**config.mk**
```make
export PLATFORM = sky130hd
export DESIGN_NAME = cnn_layer_sched
export DESIGN_NICKNAME = d
export VERILOG_FILES = /design/src/rtl/cnn_layer_sched.sv
export SDC_FILE = /design/constraint.sdc
export NUM_CORES = 1
export LEC_CHECK = 0
export ABC_CLOCK_PERIOD_IN_PS = 1960
export BUFFER_PORTS_ARGS = -buffer_cell sky130_fd_sc_hd__buf_2
export CAP_MARGIN = 15
export CELL_PAD_IN_SITES_DETAIL_PLACEMENT = 1
export CELL_PAD_IN_SITES_GLOBAL_PLACEMENT = 2
export CORE_MARGIN = 2
export CORE_UTILIZATION = 30
export CTS_BUF_LIST = sky130_fd_sc_hd__clkbuf_8
export DETAILED_ROUTE_END_ITERATION = 16
export HOLD_SLACK_MARGIN = 0.08
export PLACE_DENSITY = 0.9
export SLEW_MARGIN = 20
export SYNTH_ARGS = -nofsm -noshare
export SYNTH_HDL_FRONTEND = slang
export SYNTH_SLANG_ARGS = --single-unit
```
**constraint.sdc**
```tcl
create_clock -name clk -period 1.96 [get_ports clk]
set_input_delay 0.098 -clock clk [delete_from_list [all_inputs] [get_ports clk]]
set_output_delay 0.098 -clock clk [all_outputs]
set_load 0.01 [all_outputs]
```
**src/rtl/cnn_layer_sched.sv**
```systemverilog
`default_nettype none
// ============================================================================
// Module   : cnn_layer_sched
// Purpose  : Frame scheduler that time-multiplexes one shared calculation
//            unit and one ping-pong buffer across NUM_LAYERS layer engines.
//            A frame runs the layers selected by the captured mask in
//            ascending index order. Each layer gets a one-cycle ARM gap so
//            the shared mux settles before its enable rises.
// Optional : define LAYER_SCHED_WDOG_EN to add a per-layer watchdog that
//            aborts a frame when a layer stays in RUN for WDOG_CYCLES cycles.
// Ports    : clk, rst_n         - clock, asynchronous active-low reset
//            start_i            - frame start pulse (accepted in IDLE only)
//            layer_mask_i       - per-layer run enable, captured on start
//            layer_done_i       - per-layer completion pulses
//            layer_buf_we_i     - per-layer buffer write enables
//            layer_en_o         - one-hot enable of the running layer
//            select_o           - index of current layer (shared mux select)
//            buf_we_o           - write enable muxed from the running layer
//            bank_sel_o         - ping-pong bank, toggles per finished layer
//            busy_o             - frame in progress
//            frame_done_o       - one-cycle pulse at end of frame
//            err_o              - sticky protocol error flag
//            frame_cnt_o        - completed frame count (wraps)
//            timeout_o          - one-cycle watchdog pulse
// Revision : 1.0 - initial release
// ============================================================================
module cnn_layer_sched #(
  parameter int NUM_LAYERS  = 5,
  parameter int SEL_W       = 8,
  parameter int WDOG_CYCLES = 65535
) (
  input  logic                  clk,
  input  logic                  rst_n,
  input  logic                  start_i,
  input  logic [NUM_LAYERS-1:0] layer_mask_i,
  input  logic [NUM_LAYERS-1:0] layer_done_i,
  input  logic [NUM_LAYERS-1:0] layer_buf_we_i,
  output logic [NUM_LAYERS-1:0] layer_en_o,
  output logic [SEL_W-1:0]      select_o,
  output logic                  buf_we_o,
  output logic                  bank_sel_o,
  output logic                  busy_o,
  output logic                  frame_done_o,
  output logic                  err_o,
  output logic [15:0]           frame_cnt_o,
  output logic                  timeout_o
);

  localparam logic [1:0] S_IDLE = 2'd0;
  localparam logic [1:0] S_ARM  = 2'd1;
  localparam logic [1:0] S_RUN  = 2'd2;
  localparam logic [1:0] S_DONE = 2'd3;

  logic [1:0]            state_q, state_d;
  logic [NUM_LAYERS-1:0] mask_q, mask_d;
  logic [SEL_W-1:0]      sel_q, sel_d;
  logic                  bank_q, bank_d;
  logic                  err_q, err_d;
  logic [15:0]           cnt_q, cnt_d;

  // Decoded one-hot of the current index; shared by enable, write mux and
  // done qualification so all three agree on which layer is active.
  logic [NUM_LAYERS-1:0] active_vec;
  logic [SEL_W-1:0]      first_idx;
  logic [SEL_W-1:0]      next_idx;
  logic                  next_found;
  logic                  active_done;
  logic                  stray_done;
  logic                  wdog_expire;

  always_comb begin
    active_vec = '0;
    for (int i = 0; i < NUM_LAYERS; i++) begin
      if (sel_q == SEL_W'(i)) active_vec[i] = 1'b1;
    end
  end

  // Lowest set bit of the incoming mask. Scanning downward lets the last
  // hit (the lowest index) win.
  always_comb begin
    first_idx = '0;
    for (int i = NUM_LAYERS - 1; i >= 0; i--) begin
      if (layer_mask_i[i]) first_idx = SEL_W'(i);
    end
  end

  // Lowest captured-mask index strictly above the current one.
  always_comb begin
    next_idx   = sel_q;
    next_found = 1'b0;
    for (int i = NUM_LAYERS - 1; i >= 0; i--) begin
      if (mask_q[i] && (SEL_W'(i) > sel_q)) begin
        next_idx   = SEL_W'(i);
        next_found = 1'b1;
      end
    end
  end

  assign active_done = (state_q == S_RUN) && (|(layer_done_i & active_vec));
  // Outside RUN every done bit is unexpected; inside RUN only non-active ones.
  assign stray_done  = (state_q == S_RUN) ? (|(layer_done_i & ~active_vec))
                                          : (|layer_done_i);

`ifdef LAYER_SCHED_WDOG_EN
  localparam logic [31:0] C_WDOG_LAST = 32'(WDOG_CYCLES - 1);

  logic [31:0] wdog_q, wdog_d;
  logic        timeout_q, timeout_d;

  // wdog_q counts RUN cycles already spent on the current layer; the abort
  // fires at the end of the WDOG_CYCLES-th RUN cycle if no done arrived.
  assign wdog_expire = (state_q == S_RUN) && !active_done &&
                       (wdog_q == C_WDOG_LAST);

  always_comb begin
    wdog_d = wdog_q;
    if (state_q == S_ARM)      wdog_d = '0;
    else if (state_q == S_RUN) wdog_d = wdog_q + 32'd1;
    timeout_d = wdog_expire;
  end

  always_ff @(posedge clk or negedge rst_n) begin
    if (!rst_n) begin
      wdog_q    <= '0;
      timeout_q <= 1'b0;
    end else begin
      wdog_q    <= wdog_d;
      timeout_q <= timeout_d;
    end
  end

  assign timeout_o = timeout_q;
`else
  assign wdog_expire = 1'b0;
  assign timeout_o   = 1'b0;
`endif

  always_comb begin
    state_d = state_q;
    mask_d  = mask_q;
    sel_d   = sel_q;
    bank_d  = bank_q;
    err_d   = err_q;
    cnt_d   = cnt_q;

    case (state_q)
      S_IDLE: begin
        if (start_i) begin
          if (|layer_mask_i) begin
            mask_d  = layer_mask_i;
            sel_d   = first_idx;
            err_d   = 1'b0;
            state_d = S_ARM;
          end else begin
            state_d = S_DONE;
          end
        end
      end
      S_ARM: begin
        state_d = S_RUN;
      end
      S_RUN: begin
        if (active_done) begin
          bank_d = ~bank_q;
          if (next_found) begin
            sel_d   = next_idx;
            state_d = S_ARM;
          end else begin
            state_d = S_DONE;
          end
        end else if (wdog_expire) begin
          err_d   = 1'b1;
          state_d = S_IDLE;
        end
      end
      S_DONE: begin
        cnt_d   = cnt_q + 16'd1;
        state_d = S_IDLE;
      end
      default: state_d = S_IDLE;
    endcase

    // A stray done in the same cycle as an accepted start must still flag.
    if (stray_done) err_d = 1'b1;
  end

  always_ff @(posedge clk or negedge rst_n) begin
    if (!rst_n) begin
      state_q <= S_IDLE;
      mask_q  <= '0;
      sel_q   <= '0;
      bank_q  <= 1'b0;
      err_q   <= 1'b0;
      cnt_q   <= '0;
    end else begin
      state_q <= state_d;
      mask_q  <= mask_d;
      sel_q   <= sel_d;
      bank_q  <= bank_d;
      err_q   <= err_d;
      cnt_q   <= cnt_d;
    end
  end

  assign layer_en_o   = (state_q == S_RUN) ? active_vec : '0;
  assign select_o     = sel_q;
  assign buf_we_o     = (state_q == S_RUN) && (|(layer_buf_we_i & active_vec));
  assign bank_sel_o   = bank_q;
  assign busy_o       = (state_q != S_IDLE);
  assign frame_done_o = (state_q == S_DONE);
  assign err_o        = err_q;
  assign frame_cnt_o  = cnt_q;

endmodule
`default_nettype wire
```
=== Yosys cells after proc, flatten, opt, wreduce, memory -nomap -nowiden ===
Index checks and enable logic that the tools add are counted.

* Add/subtract/negate cells: 1
* Magnitude comparators: 5
* Eq/ne operators: 12
* Muxes and demuxes: 36
* Bitwise operators: 5
* Reduce and logical (&&, ||, !) cells: 24

{| class="wikitable"
|+ Operator list
! kind !! number
|-
| 8-bit two-way mux || 13
|-
| 5-bit OR reduction || 5
|-
| 16-bit by 1-bit adder with 16-bit output, second input constant || 1
|-
| 8-bit by 2-bit == test with 1-bit output, second input constant || 2
|-
| 1-bit by 8-bit > comparator with 1-bit output, first input constant || 2
|-
| 2-bit by 8-bit > comparator with 1-bit output, first input constant || 2
|-
| 8-bit case mux with 2 select lines || 1
|-
| 5-bit AND || 3
|-
| 1-bit two-way mux || 15
|-
| 2-bit nonzero test || 5
|-
| 8-bit by 1-bit == test with 1-bit output, second input constant || 1
|-
| 8-bit by 3-bit == test with 1-bit output, second input constant || 1
|-
| 3-bit by 8-bit > comparator with 1-bit output, first input constant || 1
|-
| 8-bit logical NOT || 1
|-
| 2-bit two-way mux || 4
|-
| 2-bit inequality test, second input constant || 4
|-
| 2-bit case mux with 4 select lines || 1
|-
| 1-bit logical AND || 7
|-
| 6-bit inequality test, second input constant || 1
|-
| 3-bit AND reduction || 2
|-
| 6-bit AND reduction || 1
|-
| 5-bit two-way mux || 1
|-
| 5-bit inverter || 1
|-
| 2-bit == test, second input constant || 2
|-
| other kinds (5) || 6
|}

* Register bits after elaboration: 33
* Bits of input ports: 18
* Output and inout port bits: 35
* Word-level logic and storage cells: 89

=== Longest topological paths before layout ===
Gate-level depths: netlist (run 1).

* Depth in word-level cells: 10
* Gate-level depth with buffers: 7
* Depth with buffers taken out: 6

=== Least setup slack after synthesis (run 1) ===
No wires, ideal clock.

* Kind: flip-flop to flip-flop
* Start: register sel_q[1], in the netlist select_o[1]
* End: register sel_q[1], in the netlist select_o[1]
* Library setup time: 126 ps
* Arrival: 1508 ps
* Data required time: 1834 ps
* Path slack: 326 ps
* Stages on the path, launching flop included: 6
* Buffers on the path: 0
* Clock period less this slack: 1634 ps
* Cell sequence: dfrtp_1 > mux2_4 > a221o_1 > o21ai_4 > nor2_1 > o32a_1

* Longest elaborated chain between the ends: 9
* Elaborated cells on any way between the ends: 39
* Those cells by class: order compare: 5; eq/ne: 7; mux: 17; bitwise: 1; reduce/logical: 9

{| class="wikitable"
|+ Ends and longest elaborated chain
! item !! RTL line !! RTL
|-
| start: declaration || 56 || <nowiki>logic [SEL_W-1:0] sel_q, sel_d;</nowiki>
|-
| start signal: assignment || 198 || <nowiki>sel_q <= sel_d;</nowiki>
|-
| 3-bit by 8-bit > comparator with 1-bit output / 2-bit by 8-bit > comparator with 1-bit output (equally long branches) || 92 || <nowiki>if (mask_q[i] && (SEL_W'(i) > sel_q)) begin</nowiki>
|-
| 1-bit logical AND || 92 ||
|-
| 1-bit two-way mux / 8-bit two-way mux (equally long branches) (4 in series) || 92 ||
|-
| 1-bit two-way mux / 8-bit two-way mux (equally long branches) || 92, 165 ||
|-
| 2-bit inequality test (no source line) / 8-bit two-way mux (equally long branches) || -- ||
|-
| 6-bit AND reduction (no source line) / 8-bit case mux with 2 select lines (equally long branches) || -- ||
|}

Several ways; a longest one is shown, not always the timed one. The select of a mux whose other input is x is not followed.
A chain may end at the register's enable or synchronous reset.

=== Final worst setup path (run 1) ===
* Start: register sel_q[1], in the netlist select_o[1]
* End: output buf_we_o

* Longest elaborated chain between the ends: 5
* Elaborated cells on any way between the ends: 13
* Those cells by class: eq/ne: 4; mux: 5; bitwise: 1; reduce/logical: 3

{| class="wikitable"
|+ Ends and longest elaborated chain
! item !! RTL line !! RTL
|-
| 8-bit by 1-bit == test with 1-bit output, or another cell as far along || 74 || <nowiki>if (sel_q == SEL_W'(i)) active_vec[i] = 1'b1;</nowiki>
|-
| 1-bit two-way mux || 74 ||
|-
| 5-bit AND (*) || 207 || <nowiki>assign buf_we_o = (state_q == S_RUN) && (|(layer_buf_we_i & active_vec));</nowiki>
|-
| 5-bit OR reduction (*) || 207 ||
|-
| 1-bit logical AND (*) || 207 ||
|-
| end: declaration || 40 || <nowiki>output logic buf_we_o,</nowiki>
|}

Mark *: on every way between the ends. The rest lies on a longest branch, timed or not.

==> impl_metrics.py, run 1 <==
metrics = {
    "sta": {
        "tightestPinTransition_ns": 0.614,
        "setup_tns_ns": 0,
        "maxSlewViolCount": 0,
        "fin_crit_ns": 1.80,
        "setup_viol_count_final": 0,
        "max_slew_margin_pct": 59.1,
        "fmaxAchievable_mhz": 555,
        "hold_viol_final": 0,
        "period_share_pct": 91.9,
        "worst_hold_slack_ns": 0.0853,
        "fin_skew_ns": 0.00564,
        "rsz0062_at_grt": "no",
    },
    "drt": {
        "vias": 1401,
        "antenna_left": 0,
        "drc_errors": 0,
        "initialDrtViolationCount": 39,
        "dr.pass1.iters": 4,
        "wirelength_mm": 4.07,
        "wire_per_inst_um": 14.0,
        "routed_via_density": 4.81,
    },
    "cts": {
        "cts_setup_buffers": 0,
        "root_buffer": "clkbuf_8",
        "clock_sinks": 27,
        "clk_pin_slew_ns": 0.09,
        "clk_latency_ns": 0.28,
        "htree_levels": 1,
        "cts_tree": "done",
        "clock_path_buffers": 2,
        "cts_buffers": 3,
    },
    "setup_path": {
        "worstPathRequired_ns": 1.86,
        "reg2reg_depth": 5,
        "cp-end-kind": "output pin",
        "criticalPathCategory": "reg -> out",
        "cp_max_fo": 8,
        "cp.arrival_ns": 1.70,
        "setup.worst_path.start_class": "flop",
    },
    "job": {
        "drv_cap": 0,
    },
    "global_route": {
        "grt_pass1_wl_mm": 6.97,
        "grt_max_degree": 28,
        "overflow": 0,
        "antenna_found_initial": 0,
        "grt_pass1_vias": 1444,
        "grt_usage_pct": 14.5,
    },
    "synthesis": {
        "yosysMostFrequentCell": "dfrtp_1",
        "syn_inst": 169,
        "synth-main-ff-cell": "dfrtp_1",
        "yosysUniqueCellTypes": 44,
        "ys_top_cells_by_count": "dfrtp_1 (27), nor2_1 (22), xnor2_1 (11)",
        "synthesis.area_mm2": 0.00159,
        "yosysTopAreaCellShare_pct": 42.6,
        "syn_area_per_cell_um2": 9.38,
        "yosysSeqAreaShare_pct": 42.6,
        "synth_largest_area_cell": "dfrtp_1",
        "synth_edf_count": 0,
        "yosysWarningCount": 0,
        "synth-async-reset-ratio_pct": 100,
        "synth_area_leaders": "dfrtp_1 (43%), xnor2_1 (6.1%), nor2_1 (5.2%), mux2_2 (3.6%), buf_4 (3.3%)",
        "synth_seq_cells": 27,
    },
    "floorplan": {
        "die_y_um": 76.7,
        "coreArea_mm2": 0.00511,
        "ioPinCount": 53,
        "die_w_um": 76.7,
        "die_area_mm2": 0.00588,
        "initial_core_util_pct": 31.0,
        "rows": 26,
    },
    "place": {
        "hpwl_mm": 3.19,
        "io_buffers": 46,
        "placed_cells_incl_taps": 286,
        "place_congestion": 0.778,
        "placed_cell_area_mm2": 0.00191,
    },
    "layout": {
        "final_area_mm2": 0.00197,
        "area_growth_pct": 24.2,
        "nFillCells": 623,
        "drive_gt1_share_pct": 31.2,
        "final_net_count": 241,
        "diodes": 0,
        "fin_cells": 291,
    },
    "worst_hold_path": {
        "hp-class": "in -> reg",
        "holdPathStages": 2,
    },
    "power_and_ir_drop": {
        "cellLeakagePower_nw": 0.959,
        "powerDensity_mw_per_mm2": 1280,
        "ir_worst_vdd_uv": 491,
    },
    "run_status": {
        "status": "completed",
    },
}
==> kinds of logic (layout without fill, tap and decap cells) <==
logic type | Yosys count | count (layout) | synth area share [%]
mux | 7 | 7 | 5.13
flops | 27 | 27 | 42.6
fa+ha+maj | 1 | 1 | 0.789
buf+inv | 16 | 63 | 5.52
other cells | 1 | 6 | 0.237
xor+xnor | 16 | 16 | 8.84
simple gates | 69 | 69 | 22.7
compound gates | 32 | 32 | 14.2
==> what timing repair did <==
item / in CTS / in global routing
setup endpoints to repair: 0 / 1
hold buffers: 1 / 0
hold endpoints to repair: 27 / 0
gates resized for setup: 0 / 2
==> through the flow <==
stage	setup slack (ns)	util (%)	power, W
after global placement	0.253	37.3	0.00216
after detailed placement	0.203	37.3	0.00220
after CTS	0.0840	38.5	0.00254
after floorplan	0.326	-	0.00174
after global routing	0.0458	38.5	0.00274
final	0.160	38.5	0.00252
==> state kept, by name, indices dropped and copies added (netlist names) <==
register / flops
bank_sel_o: 1
select_o: 3
err_o: 1
state_q: 2
frame_cnt_o: 16
mask_q: 4
==> metal layers <==
layer | share of wire (%) | up-vias | track usage [%]
met5 | 0 | - | 0
met4 | 1.3 | 0 | 4.36
met3 | 3.5 | 5 | 1.76
met2 | 49 | 27 | 24.4
met1 | 46 | 674 | 19.6
li1 | - | 695 | -
==> where the power goes <==
part	switching, W	leakage, nW	internal [W]	total [W]
combinational	0.000672	0.593	0.000589	0.00126
clock	0.000190	0.0217	0.000145	0.000335
sequential	0.000210	0.344	0.000718	0.000927
total	0.00107	0.959	0.00145	0.00252
==> final cells by class <==
| type | count | area, um2 | share of cell area (%) |
|---|---|---|---|
| multi-input cells | 131 | 843 | 42.8 |
| clock buffers | 3 | 41.3 | 2.10 |
| inverters | 5 | 18.8 | 0.954 |
| repair buffers | 54 | 293 | 14.9 |
| well taps | 70 | 87.6 | 4.45 |
| flip-flops and latches | 27 | 677 | 34.4 |
| clock inverters | 1 | 7.51 | 0.381 |
==> worst paths after layout <==
check                           startpoint         endpoint  slack [ns]
setup / recovery               select_o[1]         buf_we_o        0.16
hold / removal             layer_mask_i[3]        mask_q[3]        0.09
setup reg to reg               select_o[0]       state_q[1]        0.22
hold reg to reg            frame_cnt_o[15]  frame_cnt_o[15]        0.47
max in group asynchronous            rst_n      select_o[1]        1.15
min in group asynchronous            rst_n       state_q[1]        0.38
==> layout by cell type (no fill, tap or decap), types with 2 or more instances in the layout <==
cell       n
and3_1     5
nand3_1    7
a21oi_1    7
o21ai_0    8
inv_1      5
nand2_1    8
nand3b_1   3
o22a_1     2
xor2_1     5
nand2b_1   4
xnor2_1   11
nand4_1    5
clkbuf_8   3
nor3_1     4
mux2_2     5
nor2b_1    3
conb_1     6
o21bai_1   2
nor2_1    21
a22oi_1    2
buf_4      7
or3_1      2
buf_2     46
dfrtp_1   26
==> critical path: stages (launching register included) <==
cell and delay, ns:
dfrtp_2 0.45, buf_4 0.19, mux2_2 0.34, a22oi_1 0.14, o22a_1 0.15, nor2_1 0.03
buf_2 0.13
(Power assumes the default switching activity.)
==> run 2: changes to the inputs <==
Settings changed: ABC_AREA set to 1, CORE_UTILIZATION 30 to 29, PLACE_DENSITY 0.9 to 0.91.
==> impl_metrics.py, run 2 <==
metrics = {
    "cts": {
        "clk_pin_slew_ns": 0.10,
        "root_buffer": "clkbuf_8",
        "clk_latency_ns": 0.28,
        "cts_tree": "done",
        "cts_buffers": 3,
        "htree_levels": 1,
        "clock_path_buffers": 2,
        "clock_sinks": 27,
    },
    "layout": {
        "layout_commonest_cell": "nand2_1",
        "final_net_count": 281,
        "area_growth_pct": 21.3,
        "fin_cells": 333,
        "final_cell_mix": "nand2_1 (47), buf_2 (46), inv_1 (29)",
        "drive_gt1_share_pct": 25.7,
        "largest_reg_flops": 16,
        "nFillCells": 732,
        "diodes": 0,
    },
    "setup_path": {
        "setup.worst_path.start_class": "flop",
        "crit_chain": "inv_1, nand3_1, o21ai_0, a21oi_1, a31oi_1, buf_2",
        "cp_max_fo": 11,
        "worst-path-buf-inv": 2,
        "worstReg2RegStart": "select_o[1]",
        "critical-path-top-delay-family": "flip-flops",
        "worstPathRequired_ns": 1.86,
        "criticalPathCategory": "reg -> out",
        "cp-end-kind": "output pin",
        "slowest_stage": "dfrtp_2",
        "r2r_end": "select_o[2]",
        "cp.arrival_ns": 1.62,
        "cp_slowest_stage_delay_ns": 0.51,
        "reg2reg_depth": 7,
        "reg2reg_slack_ns": 0.46,
    },
    "run_status": {
        "status": "completed",
    },
    "power_and_ir_drop": {
        "ir_worst_vdd_uv": 362,
        "cellLeakagePower_nw": 1.10,
        "finalPower_w": 0.00223,
        "powerDensity_mw_per_mm2": 1120,
    },
    "global_route": {
        "antenna_found_initial": 0,
        "grt_pass1_wl_mm": 7.04,
        "overflow": 0,
        "grt_max_degree": 28,
        "grt_pass1_vias": 1491,
        "grt_usage_pct": 14.0,
    },
    "synthesis": {
        "synth_area_leaders": "dfrtp_1 (41%), nand2_1 (11%), inv_1 (6.7%), nand3_1 (5.5%), xor2_1 (5.4%)",
        "synth_edf_count": 0,
        "synth-main-ff-cell": "dfrtp_1",
        "ys_top_cells_by_count": "nand2_1 (47), inv_1 (29), dfrtp_1 (27)",
        "synthesis.area_mm2": 0.00164,
        "yosysMostFrequentCell": "nand2_1",
        "synth-async-reset-ratio_pct": 100,
        "syn_area_per_cell_um2": 7.71,
        "synth_seq_cells": 27,
        "yosysTopAreaCellShare_pct": 41.3,
        "synth_largest_area_cell": "dfrtp_1",
        "yosysUniqueCellTypes": 28,
        "syn_inst": 212,
        "yosysSeqAreaShare_pct": 41.3,
        "yosysWarningCount": 0,
    },
    "worst_hold_path": {
        "hp-class": "in -> reg",
        "holdPathStages": 3,
        "holdPathEnd": "mask_q[1]",
        "hold_start": "layer_mask_i[1]",
    },
    "place": {
        "io_buffers": 46,
        "place_ws_ns": 0.383,
        "hpwl_mm": 3.33,
        "placed_cells_incl_taps": 327,
        "place_congestion": 0.754,
    },
    "sta": {
        "maxSlewViolCount": 0,
        "setup_viol_count_final": 0,
        "fmaxAchievable_mhz": 581,
        "fin_crit_ns": 1.72,
        "period_share_pct": 87.8,
        "setup_tns_ns": 0,
        "layout_setup_ws_ns": 0.239,
        "max_slew_margin_pct": 58.7,
        "rsz0062_at_grt": "no",
        "hold_viol_final": 0,
        "tightestPinTransition_ns": 0.620,
        "fin_skew_ns": 0.00462,
    },
    "floorplan": {
        "ioPinCount": 53,
        "die_y_um": 79.1,
        "die_w_um": 79.1,
        "rows": 27,
        "coreArea_mm2": 0.00547,
        "die_area_mm2": 0.00626,
        "initial_core_util_pct": 29.9,
    },
    "job": {
        "drv_cap": 0,
    },
    "drt": {
        "wirelength_mm": 4.11,
        "antenna_left": 0,
        "initialDrtViolationCount": 46,
        "dr.pass1.iters": 4,
        "routed_via_density": 4.46,
        "vias": 1485,
        "drc_errors": 0,
        "wire_per_inst_um": 12.3,
    },
}
==> run 2: cell types whose count changed in the layout (fill, tap and decap cells not counted), sizes merged, moves of 4 or more <==
cell | previous run | this run
nand2 | 9 | 51
buf | 53 | 46
xnor2 | 11 | 6
nand2b | 4 | 0
mux2 | 6 | 0
nand3 | 7 | 20
inv | 5 | 31
and3 | 5 | 0
nor2 | 22 | 28
xor2 | 5 | 10
==> run 2: cell families after synthesis <==
| family | count (synthesis) | share of synthesized area, % |
|---|---|---|
| flip-flops | 27 | 41.3 |
| XOR/XNOR | 16 | 8.57 |
| buffers and inverters | 39 | 10.9 |
| adder cells (fa/ha/maj) | 1 | 0.765 |
| other | 1 | 0.229 |
| AND/OR/NAND/NOR | 110 | 32.3 |
| AO/OA/AOI/OAI | 18 | 5.97 |
==> run 2: cell type report <==
type / count / area [um2] / share of cell area (%)
well taps: 72 / 90.1 / 4.54
repair buffers: 48 / 250 / 12.6
clock inverters: 1 / 7.51 / 0.379
clock buffers: 3 / 41.3 / 2.08
inverters: 31 / 116 / 5.87
multi-input cells: 151 / 801 / 40.4
flip-flops and latches: 27 / 677 / 34.1
==> run 2: worst min-delay path, stage by stage <==
cell and delay [ns]:
buf_2 0.10, inv_1 0.05, o21ai_0 0.07
==> run 2: per-layer routing <==
| layer | share of wire, % | global-route usage [%] | vias to the layer above | routed length [um] |
|---|---|---|---|---|
| met3 | 3.4 | 1.36 | 4 | 140 |
| met4 | 1.1 | 4.14 | 0 | 47 |
| met5 | 0 | 0 | - | 0 |
| li1 | - | - | 749 | - |
| met2 | 47 | 23.4 | 28 | 1940 |
| met1 | 48 | 19.2 | 704 | 1970 |
==> run 2: power breakdown <==
| group | switching [W] | internal [W] |
|---|---|---|
| logic | 0.000655 | 0.000364 |
| registers | 0.000177 | 0.000693 |
| clock network | 0.000191 | 0.000145 |
| total | 0.00102 | 0.00120 |
==> run 2: how the worst max path moves through the flow <==
stage          depth (start not counted)           start  slack, ns               to
2_1_floorplan                          8  frame_cnt_o[0]       0.56  frame_cnt_o[10]
3_3_place_gp                           7     select_o[2]       0.43      select_o[1]
3_5_place_dp                           7     select_o[2]       0.38      select_o[0]
4_1_cts                                6     select_o[2]       0.16         buf_we_o
5_1_grt                                6     select_o[2]       0.03         buf_we_o
6_report                               6     select_o[2]       0.24         buf_we_o
==> run 2: what timing repair did <==
| item | CTS | global route |
|---|---|---|
| setup buffers | 0 | 0 |
| setup endpoints to repair | 0 | 1 |
| resized for setup | 0 | 1 |
| hold buffers | 2 | 0 |
| endpoints found under the hold margin | 28 | 0 |
==> run 2: per-stage QoR <==
step	instance area, um2	utilization, %	hold slack, ns
floorplan	1650	-	-0.198
global placement	1910	35.0	0.146
detailed placement	1910	35.0	0.149
CTS	1980	36.2	0.0868
global route	1980	36.2	0.110
finish	1980	36.2	0.0884
==> run 3: changes to the inputs <==
Settings changed: BUFFER_PORTS_ARGS -buffer_cell sky130_fd_sc_hd__buf_2 to unset, CORE_UTILIZATION 29 to 36, CTS_CLUSTER_DIAMETER set to 30, DONT_BUFFER_PORTS set to 1, GPL_ROUTABILITY_DRIVEN set to 0, PLACE_DENSITY 0.91 to 0.9.
==> impl_metrics.py, run 3 (synthesis gave the netlist of run 2 again) <==
metrics = {
    "setup_path": {
        "crit_top_cell": "dlygate4sd3_1",
        "cp_max_fo": 2,
        "r2r_end": "err_o",
        "critical-path-top-delay-family": "buffers and inverters",
        "crit_chain": "dlygate4sd3_1, nor2_1, dlygate4sd3_1, nand3_1, dlygate4sd3_1, nand2_1, nand2_1",
        "reg2reg_slack_ns": 0.31,
        "cp-end-kind": "flop",
        "cp_slowest_stage_delay_ns": 0.57,
        "worstReg2RegStart": "state_q[1]",
        "reg2reg_depth": 7,
        "criticalPathCategory": "in -> reg",
        "cp.arrival_ns": 2.05,
        "worstPathRequired_ns": 2.15,
        "setup.worst_path.start_class": "primary input",
        "slowest_stage": "dlygate4sd3_1",
        "worst-path-buf-inv": 3,
    },
    "layout": {
        "final_net_count": 246,
        "layout_commonest_cell": "nand2_1",
        "nFillCells": 543,
        "diodes": 0,
        "final_cell_mix": "nand2_1 (47), inv_1 (29), dfrtp_1 (27)",
        "final_area_mm2": 0.00184,
        "finalCoreUtilization_pct": 42.3,
        "area_growth_pct": 12.6,
        "drive_gt1_share_pct": 10.2,
        "largest_reg_flops": 16,
    },
    "drt": {
        "wirelength_mm": 3.91,
        "vias": 1363,
        "wire_per_inst_um": 14.1,
        "dr.pass1.iters": 4,
        "routed_via_density": 4.90,
        "drc_errors": 0,
        "initialDrtViolationCount": 31,
        "antenna_left": 0,
    },
    "sta": {
        "rsz0062_at_grt": "no",
        "maxSlewViolCount": 0,
        "setup_tns_ns": 0,
        "fmaxAchievable_mhz": 536,
        "hold_viol_final": 0,
        "fin_skew_ns": 0.00777,
        "setup_viol_count_final": 0,
        "fin_crit_ns": 1.87,
        "period_share_pct": 95.2,
    },
    "global_route": {
        "grt_usage_pct": 16.1,
        "grt_pass1_vias": 1416,
        "grt_max_degree": 28,
        "grt_pass1_wl_mm": 6.46,
        "antenna_found_initial": 0,
        "overflow": 0,
    },
    "cts": {
        "root_buffer": "clkbuf_8",
        "post_cts_resized": 0,
        "clk_pin_slew_ns": 0.10,
        "cts_tree": "done",
        "cts_buffers": 3,
        "ctsHoldBuffers": 11,
        "clk_latency_ns": 0.28,
        "htree_levels": 1,
        "clock_path_buffers": 2,
        "cts_setup_buffers": 0,
        "clock_sinks": 27,
    },
    "place": {
        "io_buffers": 0,
        "hpwl_mm": 2.95,
        "placed_cell_area_mm2": 0.00167,
    },
    "worst_hold_path": {
        "holdPathStages": 4,
        "hp-class": "in -> reg",
        "hold_start": "start_i",
        "holdPathEnd": "state_q[1]",
    },
    "run_status": {
        "status": "completed",
    },
    "power_and_ir_drop": {
        "powerDensity_mw_per_mm2": 1160,
        "ir_worst_vdd_uv": 580,
        "finalPower_w": 0.00214,
        "cellLeakagePower_nw": 0.940,
    },
    "floorplan": {
        "coreArea_mm2": 0.00435,
        "ioPinCount": 53,
        "die_area_mm2": 0.00510,
        "rows": 24,
        "die_w_um": 71.4,
        "die_y_um": 71.4,
        "initial_core_util_pct": 37.6,
    },
    "job": {
        "drv_cap": 0,
    },
}
==> run 3: changes by cell type in the layout (fill, tap and decap cells not counted), sizes merged <==
cell         change
buf             -43
dlygate4sd3      +8
==> run 3: how the worst max path moves through the flow <==
stage,startpoint,endpoint,slack (ns),cells after the start
6_report,layer_done_i[1],err_o,0.09,7
5_1_grt,layer_done_i[1],err_o,0.02,7
4_1_cts,layer_done_i[1],err_o,0.14,7
3_5_place_dp,select_o[1],select_o[0],0.44,8
3_3_place_gp,select_o[1],select_o[1],0.46,7
2_1_floorplan,frame_cnt_o[0],frame_cnt_o[10],0.56,8
==> run 3: through the flow <==
step	hold WS (ns)	setup WS, ns	cells
after floorplan	-0.198	0.564	217
after global placement	-0.197	0.465	263
after detailed placement	-0.197	0.436	263
after CTS	0.0960	0.142	278
after global routing	0.134	0.0173	278
final	0.0971	0.0942	278
==> run 3: power by group <==
part | internal [W] | switching [W]
sequential | 0.000691 | 0.000210
combinational | 0.000312 | 0.000589
clock | 0.000145 | 0.000190
==> run 3: layout make-up <==
class	instances	area, um2	area share, %
multi-input cells	151	801	43.5
flip-flops and latches	27	676	36.7
well taps	52	65.1	3.53
inverters	31	116	6.32
repair buffers	13	135	7.34
clock inverters	1	7.51	0.408
clock buffers	3	41.3	2.24
==> run 3: routing by layer <==
metal / up-vias / GRT usage (%) / routed length [um]
li1: 682 / - / -
met2: 33 / 26.7 / 1840
met1: 644 / 20.8 / 1800
met4: 0 / 5.66 / 58
met5: - / 0 / 0
met3: 4 / 3.38 / 212
==> run 3: tightest hold or removal path, cell delays in order <==
cell and delay (ns):
nor2_1 0.05, inv_1 0.07, o21ai_0 0.07, nand2_1 0.06
